## config.mk

```make
export PLATFORM = sky130hd
export DESIGN_NAME = checkbits_driver_flat
export DESIGN_NICKNAME = d
export VERILOG_FILES = /design/src/rtl/checkbits_driver_if.sv /design/src/rtl/checkbits_driver.sv /design/src/flat_wrapper.sv
export SDC_FILE = /design/constraint.sdc
export NUM_CORES = 1
export LEC_CHECK = 0
export BUFFER_PORTS_ARGS = -buffer_cell sky130_fd_sc_hd__buf_2
export CORE_ASPECT_RATIO = 1.5
export CORE_MARGIN = 2
export CORE_UTILIZATION = 25
export DETAILED_ROUTE_END_ITERATION = 6
export PLACE_DENSITY = 0.51
export SYNTH_ARGS = -nofsm -noshare
export SYNTH_HDL_FRONTEND = slang
export SYNTH_SLANG_ARGS = --single-unit
```

## constraint.sdc

```tcl
create_clock -name wb_clk_i -period 3.2 [get_ports wb_clk_i]
set_input_delay 0.16 -clock wb_clk_i [delete_from_list [all_inputs] [get_ports wb_clk_i]]
set_output_delay 0.16 -clock wb_clk_i [all_outputs]
set_load 0.005 [all_outputs]
```

## src/rtl/checkbits_driver_if.sv

```systemverilog
// rtl/checkbits_driver_if.sv - Wishbone classic slave bundle for checkbits_driver
//
// Purpose: groups the Wishbone classic slave signals so the bus is a single port.
// Signals:
//   wbs_cyc_i, wbs_stb_i, wbs_we_i  cycle, strobe, write enable (master -> slave)
//   wbs_sel_i[3:0]                  byte selects (master -> slave)
//   wbs_adr_i[31:0]                 byte address (master -> slave)
//   wbs_dat_i[31:0]                 write data (master -> slave)
//   wbs_ack_o                       acknowledge (slave -> master)
//   wbs_dat_o[31:0]                 read data (slave -> master)
interface checkbits_driver_if;
    logic        wbs_cyc_i;
    logic        wbs_stb_i;
    logic        wbs_we_i;
    logic [3:0]  wbs_sel_i;
    logic [31:0] wbs_adr_i;
    logic [31:0] wbs_dat_i;
    logic        wbs_ack_o;
    logic [31:0] wbs_dat_o;

    modport master (
        output wbs_cyc_i, wbs_stb_i, wbs_we_i, wbs_sel_i, wbs_adr_i, wbs_dat_i,
        input  wbs_ack_o, wbs_dat_o
    );

    modport slave (
        input  wbs_cyc_i, wbs_stb_i, wbs_we_i, wbs_sel_i, wbs_adr_i, wbs_dat_i,
        output wbs_ack_o, wbs_dat_o
    );
endinterface

```

## src/rtl/checkbits_driver.sv

```systemverilog
// rtl/checkbits_driver.sv - Wishbone-programmed checkpoint code FIFO driving mprj_io[31:16]
//
// Purpose: software pushes 16-bit checkpoint codes into a FIFO; a two-state
// display FSM pops each code onto check_out and holds it for max(HOLD,1)+1
// cycles when codes are back-to-back.
// Ports:
//   wb_clk_i          sole clock, rising edge
//   resetb            synchronous active-low reset
//   wbs               Wishbone classic slave (checkbits_driver_if.slave)
//   check_out[15:0]   current checkpoint code
//   check_oeb[15:0]   active-low output enables, all bits equal to !EN
// Registers (offset from BASE_ADR): 0x00 CODE, 0x04 HOLD, 0x08 CTRL, 0x0C STATUS.
module checkbits_driver #(
    parameter logic [31:0] BASE_ADR   = 32'h3000_0000,
    parameter int          FIFO_DEPTH = 16,
    parameter logic [15:0] HOLD_RST   = 16'd1000
) (
    input  logic                     wb_clk_i,
    input  logic                     resetb,
    checkbits_driver_if.slave        wbs,
    output logic [15:0]              check_out,
    output logic [15:0]              check_oeb
);

    localparam int PTR_W = $clog2(FIFO_DEPTH);
    localparam int CNT_W = PTR_W + 1;
    localparam logic [CNT_W-1:0] CNT_FULL = CNT_W'(FIFO_DEPTH);

    typedef enum logic {
        ST_IDLE = 1'b0,
        ST_HOLD = 1'b1
    } state_t;

    state_t             state_q, state_d;
    logic [15:0]        cnt_q, cnt_d;
    logic [15:0]        check_out_q, check_out_d;
    logic [15:0]        hold_q, hold_d;
    logic               en_q, en_d;
    logic               ovf_q, ovf_d;
    logic               ack_q, ack_d;
    logic [31:0]        dat_q, dat_d;
    logic [PTR_W-1:0]   wr_ptr_q, wr_ptr_d;
    logic [PTR_W-1:0]   rd_ptr_q, rd_ptr_d;
    logic [CNT_W-1:0]   count_q, count_d;
    logic [15:0]        mem_q [FIFO_DEPTH];

    logic               hit;
    logic [5:0]         reg_idx;
    logic               push_en;
    logic               pop_en;
    logic               flush;
    logic               fifo_full;
    logic               fifo_empty;
    logic [31:0]        status;
    logic [31:0]        rdata;
    logic               unused_bits;

    // Low address bits, byte selects and upper data bits carry no meaning here.
    assign unused_bits = ^{wbs.wbs_sel_i, wbs.wbs_adr_i[1:0], wbs.wbs_dat_i[31:16]};

    assign fifo_full  = (count_q == CNT_FULL);
    assign fifo_empty = (count_q == '0);
    assign reg_idx    = wbs.wbs_adr_i[7:2];

    // !ack_q blocks a second ack on the cycle right after one, so a master
    // holding stb across the ack edge is not acknowledged twice.
    assign hit = wbs.wbs_cyc_i && wbs.wbs_stb_i && !ack_q &&
                 (wbs.wbs_adr_i[31:8] == BASE_ADR[31:8]);

    always_comb begin
        status = '0;
        status[CNT_W-1:0] = count_q;
        status[8]  = fifo_empty;
        status[9]  = fifo_full;
        status[10] = (state_q == ST_HOLD);
        status[11] = ovf_q;
    end

    always_comb begin
        rdata = '0;
        case (reg_idx)
            6'd0:    rdata = {16'h0000, check_out_q};
            6'd1:    rdata = {16'h0000, hold_q};
            6'd2:    rdata = {31'h0, en_q};
            6'd3:    rdata = status;
            default: rdata = '0;
        endcase
    end

    always_comb begin
        state_d     = state_q;
        cnt_d       = cnt_q;
        check_out_d = check_out_q;
        hold_d      = hold_q;
        en_d        = en_q;
        ovf_d       = ovf_q;
        ack_d       = 1'b0;
        dat_d       = '0;
        wr_ptr_d    = wr_ptr_q;
        rd_ptr_d    = rd_ptr_q;
        count_d     = count_q;
        push_en     = 1'b0;
        flush       = 1'b0;

        // Bus access: every side effect lands on the edge that raises ack.
        if (hit) begin
            ack_d = 1'b1;
            if (!wbs.wbs_we_i) begin
                dat_d = rdata;
            end else begin
                case (reg_idx)
                    6'd0: begin
                        // Fullness is judged before this edge's pop, so a
                        // push into a full FIFO is dropped even if a slot frees.
                        if (fifo_full) ovf_d = 1'b1;
                        else           push_en = 1'b1;
                    end
                    6'd1: hold_d = wbs.wbs_dat_i[15:0];
                    6'd2: begin
                        en_d  = wbs.wbs_dat_i[0];
                        flush = wbs.wbs_dat_i[1];
                    end
                    6'd3: if (wbs.wbs_dat_i[11]) ovf_d = 1'b0;
                    default: ;
                endcase
            end
        end

        pop_en = (state_q == ST_IDLE) && !fifo_empty && !flush;

        case (state_q)
            ST_IDLE: begin
                if (pop_en) begin
                    check_out_d = mem_q[rd_ptr_q];
                    cnt_d       = (hold_q == 16'd0) ? 16'd0 : hold_q - 16'd1;
                    state_d     = ST_HOLD;
                end
            end
            ST_HOLD: begin
                if (cnt_q == 16'd0) state_d = ST_IDLE;
                else                cnt_d   = cnt_q - 16'd1;
            end
            default: state_d = ST_IDLE;
        endcase

        if (push_en) wr_ptr_d = wr_ptr_q + PTR_W'(1);
        if (pop_en)  rd_ptr_d = rd_ptr_q + PTR_W'(1);
        case ({push_en, pop_en})
            2'b10:   count_d = count_q + CNT_W'(1);
            2'b01:   count_d = count_q - CNT_W'(1);
            default: count_d = count_q;
        endcase

        // Flush drops queued codes and aborts the hold but leaves check_out alone.
        if (flush) begin
            wr_ptr_d = '0;
            rd_ptr_d = '0;
            count_d  = '0;
            state_d  = ST_IDLE;
            cnt_d    = 16'd0;
        end
    end

    always_ff @(posedge wb_clk_i) begin
        if (!resetb) begin
            state_q     <= ST_IDLE;
            cnt_q       <= 16'd0;
            check_out_q <= 16'd0;
            hold_q      <= HOLD_RST;
            en_q        <= 1'b0;
            ovf_q       <= 1'b0;
            ack_q       <= 1'b0;
            dat_q       <= '0;
            wr_ptr_q    <= '0;
            rd_ptr_q    <= '0;
            count_q     <= '0;
        end else begin
            state_q     <= state_d;
            cnt_q       <= cnt_d;
            check_out_q <= check_out_d;
            hold_q      <= hold_d;
            en_q        <= en_d;
            ovf_q       <= ovf_d;
            ack_q       <= ack_d;
            dat_q       <= dat_d;
            wr_ptr_q    <= wr_ptr_d;
            rd_ptr_q    <= rd_ptr_d;
            count_q     <= count_d;
        end
    end

    // Storage needs no reset: count_q alone decides which entries are live.
    always_ff @(posedge wb_clk_i) begin
        if (resetb && push_en) mem_q[wr_ptr_q] <= wbs.wbs_dat_i[15:0];
    end

    assign wbs.wbs_ack_o = ack_q;
    assign wbs.wbs_dat_o = dat_q;
    assign check_out     = check_out_q;
    assign check_oeb     = en_q ? 16'h0000 : 16'hFFFF;

endmodule
```

## src/flat_wrapper.sv

```systemverilog
// flat-port wrapper written by rule: the top's interface ports become plain ports
module checkbits_driver_flat 
#(
    parameter logic [31:0] BASE_ADR   = 32'h3000_0000,
    parameter int          FIFO_DEPTH = 16,
    parameter logic [15:0] HOLD_RST   = 16'd1000
)
  (wb_clk_i, resetb, check_out, check_oeb, wbs_wbs_cyc_i, wbs_wbs_stb_i, wbs_wbs_we_i, wbs_wbs_sel_i, wbs_wbs_adr_i, wbs_wbs_dat_i, wbs_wbs_ack_o, wbs_wbs_dat_o);
  checkbits_driver_if wbs_i ();
  input  logic wb_clk_i;
  input  logic resetb;
  output logic [15:0] check_out;
  output logic [15:0] check_oeb;
  input wire logic [$bits(wbs_i.wbs_cyc_i)-1:0] wbs_wbs_cyc_i;
  input wire logic [$bits(wbs_i.wbs_stb_i)-1:0] wbs_wbs_stb_i;
  input wire logic [$bits(wbs_i.wbs_we_i)-1:0] wbs_wbs_we_i;
  input wire logic [$bits(wbs_i.wbs_sel_i)-1:0] wbs_wbs_sel_i;
  input wire logic [$bits(wbs_i.wbs_adr_i)-1:0] wbs_wbs_adr_i;
  input wire logic [$bits(wbs_i.wbs_dat_i)-1:0] wbs_wbs_dat_i;
  output wire logic [$bits(wbs_i.wbs_ack_o)-1:0] wbs_wbs_ack_o;
  output wire logic [$bits(wbs_i.wbs_dat_o)-1:0] wbs_wbs_dat_o;
  assign wbs_i.wbs_cyc_i = wbs_wbs_cyc_i;
  assign wbs_i.wbs_stb_i = wbs_wbs_stb_i;
  assign wbs_i.wbs_we_i = wbs_wbs_we_i;
  assign wbs_i.wbs_sel_i = wbs_wbs_sel_i;
  assign wbs_i.wbs_adr_i = wbs_wbs_adr_i;
  assign wbs_i.wbs_dat_i = wbs_wbs_dat_i;
  assign wbs_wbs_ack_o = wbs_i.wbs_ack_o;
  assign wbs_wbs_dat_o = wbs_i.wbs_dat_o;
  checkbits_driver #(.BASE_ADR(BASE_ADR), .FIFO_DEPTH(FIFO_DEPTH), .HOLD_RST(HOLD_RST)) u_core (.wb_clk_i(wb_clk_i), .resetb(resetb), .wbs(wbs_i), .check_out(check_out), .check_oeb(check_oeb));
endmodule
```

==> results of run 1 <==
synth_stat cells (8+ instances only):
cell	instances
edfxtp_1	256
dfxtp_1	81
mux4_2	81
nor2_1	76
nand2_1	35
buf_4	33
inv_1	32
mux2i_1	24
clkbuf_1	23
o21ai_0	22
a21oi_1	20
o2bb2ai_1	17
nor3_1	14
xnor2_1	12
ha_1	11
buf_2	10
nand3_1	10
a22oi_1	8
area by class of cell:
class / instances / share of cell area (%)
Clock buffer: 37 / 4.785
Tap cell: 702 / 5.266
Clock inverter: 20 / 1.350
Timing Repair Buffer: 171 / 6.856
Inverter: 32 / 0.7201
Multi-Input combinational cell: 445 / 25.19
Sequential cell: 337 / 55.84
routing by layer:
metal / up-vias / routed length (um) / part of all wire, % / track usage (%)
met5: - / 0 / 0 / 0
met4: 0 / 1405 / 3.9 / 5.263
met3: 67 / 1214 / 3.4 / 1.412
met2: 183 / 19400 / 54 / 23.30
met1: 4073 / 13620 / 38 / 14.00
li1: 3626 / - / - / -
critical path, stage by stage (launching register included):
cell and delay (ns):
dfxtp_1 0.51, nor4_1 0.13, nand2b_1 0.12, nand2_1 0.12
nor2_1 0.30, ha_1 0.30, inv_1 0.11, fa_1 0.39
nor2b_1 0.17, o21ai_1 0.09, and3_1 0.18, nor3_1 0.17
xnor2_1 0.15, nor2_1 0.05
sequential cells by signal (all words and copies together) (netlist names):
signal and count:
u_core.hold_q 16, u_core.cnt_q 16, u_core.ovf_q 1, u_core.state_q 1, u_core.en_q 1, u_core.wbs.wbs_ack_o 1, u_core.check_out 16, u_core.mem_q 256
u_core.rd_ptr_q 4, u_core.wbs.wbs_dat_o 16, u_core.count_q 5, u_core.wr_ptr_q 4
power groups by stage:
stage / combinational [mW] / clock, mW / sequential, mW
2_1_floorplan: 1.93 / 0 / 5.14
3_3_place_gp: 2.67 / 0 / 5.24
3_5_place_dp: 2.70 / 0 / 5.24
4_1_cts: 2.72 / 3.89 / 5.14
5_1_grt: 2.98 / 4.04 / 5.17
6_report: 2.69 / 3.78 / 5.14
through the flow:
step	cell area, sq um	setup slack (ns)	cells
2_1_floorplan	14010	0.2717	886
3_3_place_gp	15470	0.2181	1668
3_5_place_dp	15470	0.2370	1668
4_1_cts	16670	0.2211	1743
5_1_grt	16680	0.02005	1744
6_report	16680	0.2946	1744
how the worst max path moves through the flow:
stage	from	end	depth (start not counted)	slack [ns]
global route	u_core.wbs.wbs_ack_o	u_core.count_q[4]	12	0.02
finish	u_core.count_q[3]	u_core.count_q[4]	13	0.29
CTS	u_core.wbs.wbs_ack_o	u_core.count_q[4]	12	0.22
global placement	u_core.wbs.wbs_ack_o	u_core.count_q[4]	12	0.22
floorplan	u_core.wbs.wbs_ack_o	u_core.mem_q[0][0]	6	0.27
detailed placement	u_core.wbs.wbs_ack_o	u_core.count_q[4]	12	0.24
cells by family after synthesis:
group                      Yosys count
AOI/OAI and AO/OA                   97
xor gates and xnor gates            19
adders and majority gates           12
buffers and inverters              104
DFF                                337
muxes                              112
other                                1
and+or+nand+nor                    189
repair_timing:
item,CTS,global route
endpoints found under the setup margin,0,1
hold buffers,18,0
endpoints found under the hold margin,227,0
resized for setup,0,1
buffers inserted,0,1
==> impl_metrics.yaml, run 1 <==
status:
  status: "finished, final reports clean"
place:
  hpwl_um: 24260
  place_congestion: 0.8489
  port_buffers: 99
synth:
  synth_fa_ha_area_share_pct: 1.130
  ys_seq_area_share_pct: 66.70
  synth_area_per_cell_sq_um: 16.02
  synth-simple-area-share_pct: 6.751
  ys_types: 56
  netlist_instances: 871
  synthMuxAreaShare_pct: 15.36
  synth.area.top_cells: "edfxtp_1 (55%), mux4_2 (13%), dfxtp_1 (12%)"
  ys_ff_latch: 337
  synth-xor-area-share_pct: 1.192
  synth_area_sq_um: 13960
  synth_edf_count: 256
  synth_compound_area_share_pct: 4.958
  ys.flop_type: "edfxtp_1"
  yosysTopAreaCellShare_pct: 55.08
  ys_warn_count: 0
  synthArstFlopShare_pct: 0
  synth_top_family_by_area: "multiplexers"
  yosysTopAreaCell: "edfxtp_1"
detailed_routing:
  vias: 7949
  drt_first_pass_iters: 5
  routedWlPerCell_um: 20.44
  drt_wl_total_um: 35640
  vias_per_cell: 4.558
  drt_iter0_drc: 395
  drtAntennaViolNets: 0
  drc_errors: 0
sta:
  fmax_mhz: 344.2
  tns_ns: 0
  max_slew_margin_pct: 28.01
  skew_ns: 0.02751
  rsz0062_at_grt: "no"
  min_period_over_period_pct: 90.79
  worst_slew_pin_slew_ns: 1.080
  hold_viol_final: 0
  setup_viol: 0
  drv_slew: 0
  holdWs_ns: 0.01692
  period_minus_slack_ns: 2.905
critical_path:
  rr_startpoint: "u_core.count_q[3]"
  worst_ep_required_time_ns: 3.67
  startpoint_type: "flip-flop"
  reg2reg_to: "u_core.count_q[4]"
  r2r_cells: 13
  reg2reg_setup_slack_ns: 0.29
  endpoint_kind: "flip-flop"
  crit_fanout: 5
  arrival_ns: 3.38
  crit_type: "flip-flop to flip-flop"
final_layout:
  syn_to_final_growth_pct: 19.53
  final-seq-area_sq_um: 9314
  layout.nets: 1103
  fillers: 5457
  drive_gt1_share_pct: 30.61
  diodes: 0
  final_cell_mix: "edfxtp_1 (256), buf_2 (99), mux4_2 (81)"
  fin_util_pct: 30.09
  multiInputGateArea_sq_um: 4202
  final_common_cell: "edfxtp_1"
die:
  pin_count: 138
  die_area_sq_um: 57770
  die_h_um: 293.4
  die_w_um: 196.9
  num_rows: 106
  start_util_pct: 25.17
  core_sq_um: 55440
global_route:
  grt_overflow: 0
  track_usage_pct: 12.38
  grt_pass1_vias: 8175
  grt_max_degree: 40
  grt_pass1_wl_um: 53390
  grt_antenna_before_repair: 0
clock_network:
  clockBufferDepth: 3
  clock-root-buffer: "clkbuf_16"
  clock_latency_ns: 0.58
  clkSinkCount: 337
  tritoncts: "done"
  htree_levels: 1
  cts_buffers: 31
  clkTransAtPathRegs_ns: 0.07
worst_hold_path:
  worstHoldStart: "wbs_wbs_dat_i[14]"
  hold_end: "u_core.mem_q[0][14]"
  whs_path_depth: 1
  hold_class: "primary input to flip-flop"
power:
  switching_power_mw: 3.382
  p_sw_share_pct: 29.12
  p_leak_nw: 5.515
  pwr-share-clk_pct: 32.5
  combPwrFrac_pct: 23.2
  ir_drop_mv: 0.4919
  p_total_mw: 11.61
  power.density_nw_per_um2: 696.1
  power.internal_mw: 8.230
  seqPwrFrac_pct: 44.3
flow_run:
  max_cap_violations: 0
(Power assumes the default switching activity.)
==> run 2: changes to the inputs <==
ABC_AREA = 1   (was not set)
==> run 2 against run 1 <==
  * Setup slack improved by 0.063 ns
  * Register-to-register slack improved by 0.06 ns
  * Wire length rose by 20%
  * Critical path depth rose by 4
  * Design area rose by 3.7%
  * Largest power group unchanged
==> impl_metrics.yaml, run 2 <==
synth:
  synth_common_cells: "nor2_1 (352), edfxtp_1 (256), nand2_1 (245), o21ai_0 (140), nand3_1 (102)"
  yosysTopAreaCellShare_pct: 51.43
  ys_warn_count: 0
  synth.area.top_cells: "edfxtp_1 (51%), dfxtp_1 (11%), nor2_1 (8.8%)"
  synth_area_sq_um: 14950
  synth_edf_count: 256
  yosysTopAreaCell: "edfxtp_1"
  netlist_instances: 1543
  ys_seq_area_share_pct: 62.28
  synthArstFlopShare_pct: 0
  ys_ff_latch: 337
  ys_types: 42
  yosysMostFrequentCell: "nor2_1"
  ys.flop_type: "edfxtp_1"
  synth_area_per_cell_sq_um: 9.687
flow_run:
  max_cap_violations: 0
global_route:
  grt_max_degree: 130
  grt_pass1_wl_um: 64620
  grt_overflow: 0
  track_usage_pct: 13.76
  grt_pass1_vias: 10780
  grt_antenna_before_repair: 6
detailed_routing:
  drc_errors: 0
  routedWlPerCell_um: 17.61
  drt_iter0_drc: 622
  drt_wl_total_um: 42760
  vias_per_cell: 4.553
  vias: 11050
  drtAntennaViolNets: 0
  drt_first_pass_iters: 5
final_layout:
  fin_util_pct: 29.30
  final_design_area_no_fill_sq_um: 17310
  syn_to_final_growth_pct: 15.78
  final_cell_mix: "nor2_1 (336), edfxtp_1 (256), nand2_1 (245)"
  regMostFlops: "u_core.mem_q"
  final_common_cell: "nor2_1"
  largest_reg_flops: 256
  fin_cells: 2428
  drive_gt1_share_pct: 13.39
  layout.nets: 1710
clock_network:
  cts_resized: 0
  cts_buffers: 35
  clkTransAtPathRegs_ns: 0.06
  tritoncts: "done"
  clock-root-buffer: "clkbuf_16"
  htree_levels: 2
  holdBufCountCts: 0
  clock_latency_ns: 0.53
  post-cts-setup-buffer-count: 0
  clockBufferDepth: 3
  clkSinkCount: 337
place:
  place_congestion: 0.8316
  preCtsSetupSlack_ns: 0.3767
  dp.cells: 2365
  hpwl_um: 27440
  port_buffers: 99
  placed_cell_area_sq_um: 16210
sta:
  period_minus_slack_ns: 2.842
  fmax_mhz: 351.8
  min_period_over_period_pct: 88.82
  rsz0062_at_grt: "no"
  skew_ns: 0.01807
  setup_viol: 0
  max_slew_margin_pct: 47.40
  hold_viol_final: 0
  tns_ns: 0
  setup_slack_ns: 0.3577
  drv_slew: 0
  holdWs_ns: 0.03315
  worst_slew_pin_slew_ns: 0.7867
critical_path:
  crit_end: "u_core.count_q[4]"
  worst_ep_required_time_ns: 3.61
  crit_fanout: 18
  crit_type: "flip-flop to flip-flop"
  arrival_ns: 3.25
  endpoint_kind: "flip-flop"
  rr_startpoint: "u_core.count_q[1]"
  reg2reg_to: "u_core.count_q[4]"
  crit_path_start: "u_core.count_q[1]"
  r2r_cells: 17
  reg2reg_setup_slack_ns: 0.36
  startpoint_type: "flip-flop"
die:
  die_area_sq_um: 61800
  pin_count: 138
  die_h_um: 303.5
  die_w_um: 203.6
  core_sq_um: 59050
  num_rows: 109
  start_util_pct: 25.31
power:
  power.density_nw_per_um2: 720.1
  ir_drop_mv: 0.3297
  p_leak_nw: 6.455
  p_total_mw: 12.46
worst_hold_path:
  hold_class: "primary input to flip-flop"
  worstHoldStart: "wbs_wbs_dat_i[9]"
status:
  status: "finished, final reports clean"
-- run 2: cell count changes after synthesis, moves of 27 or more --
cell / before / now
nand2_1: 35 / 245
o21ai_0: 22 / 140
nor2_1: 76 / 352
o22ai_1: 7 / 34
a21oi_1: 20 / 49
nand3_1: 10 / 102
mux4_2: 81 / 0
inv_1: 32 / 79
-- run 2: layout make-up --
class / count / area, sq um
flip-flops and latches: 337 / 9313
inverters: 85 / 319.1
well taps: 777 / 972.2
multi-input cells: 1034 / 4828
repair buffers: 132 / 780.7
clock inverters: 17 / 130.1
diodes: 1 / 2.502
clock buffers: 45 / 959.7
fillers: 6095 / 41750
-- run 2: worst max-delay path, stage by stage, from the launching register on --
cell	delay, ns
dfxtp_1	0.40
inv_1	0.11
nand4_1	0.13
nand2_1	0.12
inv_1	0.14
nand2_2	0.08
inv_2	0.28
ha_1	0.33
inv_1	0.08
fa_1	0.41
inv_1	0.07
a21oi_1	0.05
o21bai_1	0.16
a21oi_1	0.08
o21ai_0	0.11
nand2_1	0.07
nand2_1	0.07
nor2_1	0.05
-- run 2: kinds of logic after synthesis --
logic type / count (synthesis) / synth area share [%]
other: 1 / 0.02509
buffers and inverters: 187 / 6.061
adder cells (fa/ha/maj): 12 / 1.055
AND/OR/NAND/NOR: 734 / 20.24
XOR/XNOR: 15 / 0.8790
AO/OA/AOI/OAI: 257 / 9.459
flip-flops: 337 / 62.28
-- run 2: worst min-delay path by stage --
stage	slack (ns)	cells past startpoint	end
after global routing	0.04	1	u_core.mem_q[13][9]
after detailed placement	0.48	2	u_core.ovf_q
after global placement	0.48	2	u_core.ovf_q
final	0.03	1	u_core.mem_q[6][9]
after floorplan	0.26	0	u_core.mem_q[0][0]
after CTS	0.02	1	u_core.mem_q[6][9]
-- run 2: report_power, final --
group	switching, mW	total [mW]	internal (mW)
clock network	1.71	3.93	2.22
registers	0.264	5.19	4.93
logic	2.27	3.35	1.08
-- run 2: layer usage --
metal	routed length, um	GRT usage, %	share of wire [%]	vias to the layer above
met5	46	0	0.11	-
met4	997	4.241	2.3	10
met3	1831	2.335	4.3	70
met2	22830	26.15	53	236
met1	17060	15.54	40	5368
li1	-	-	-	5370
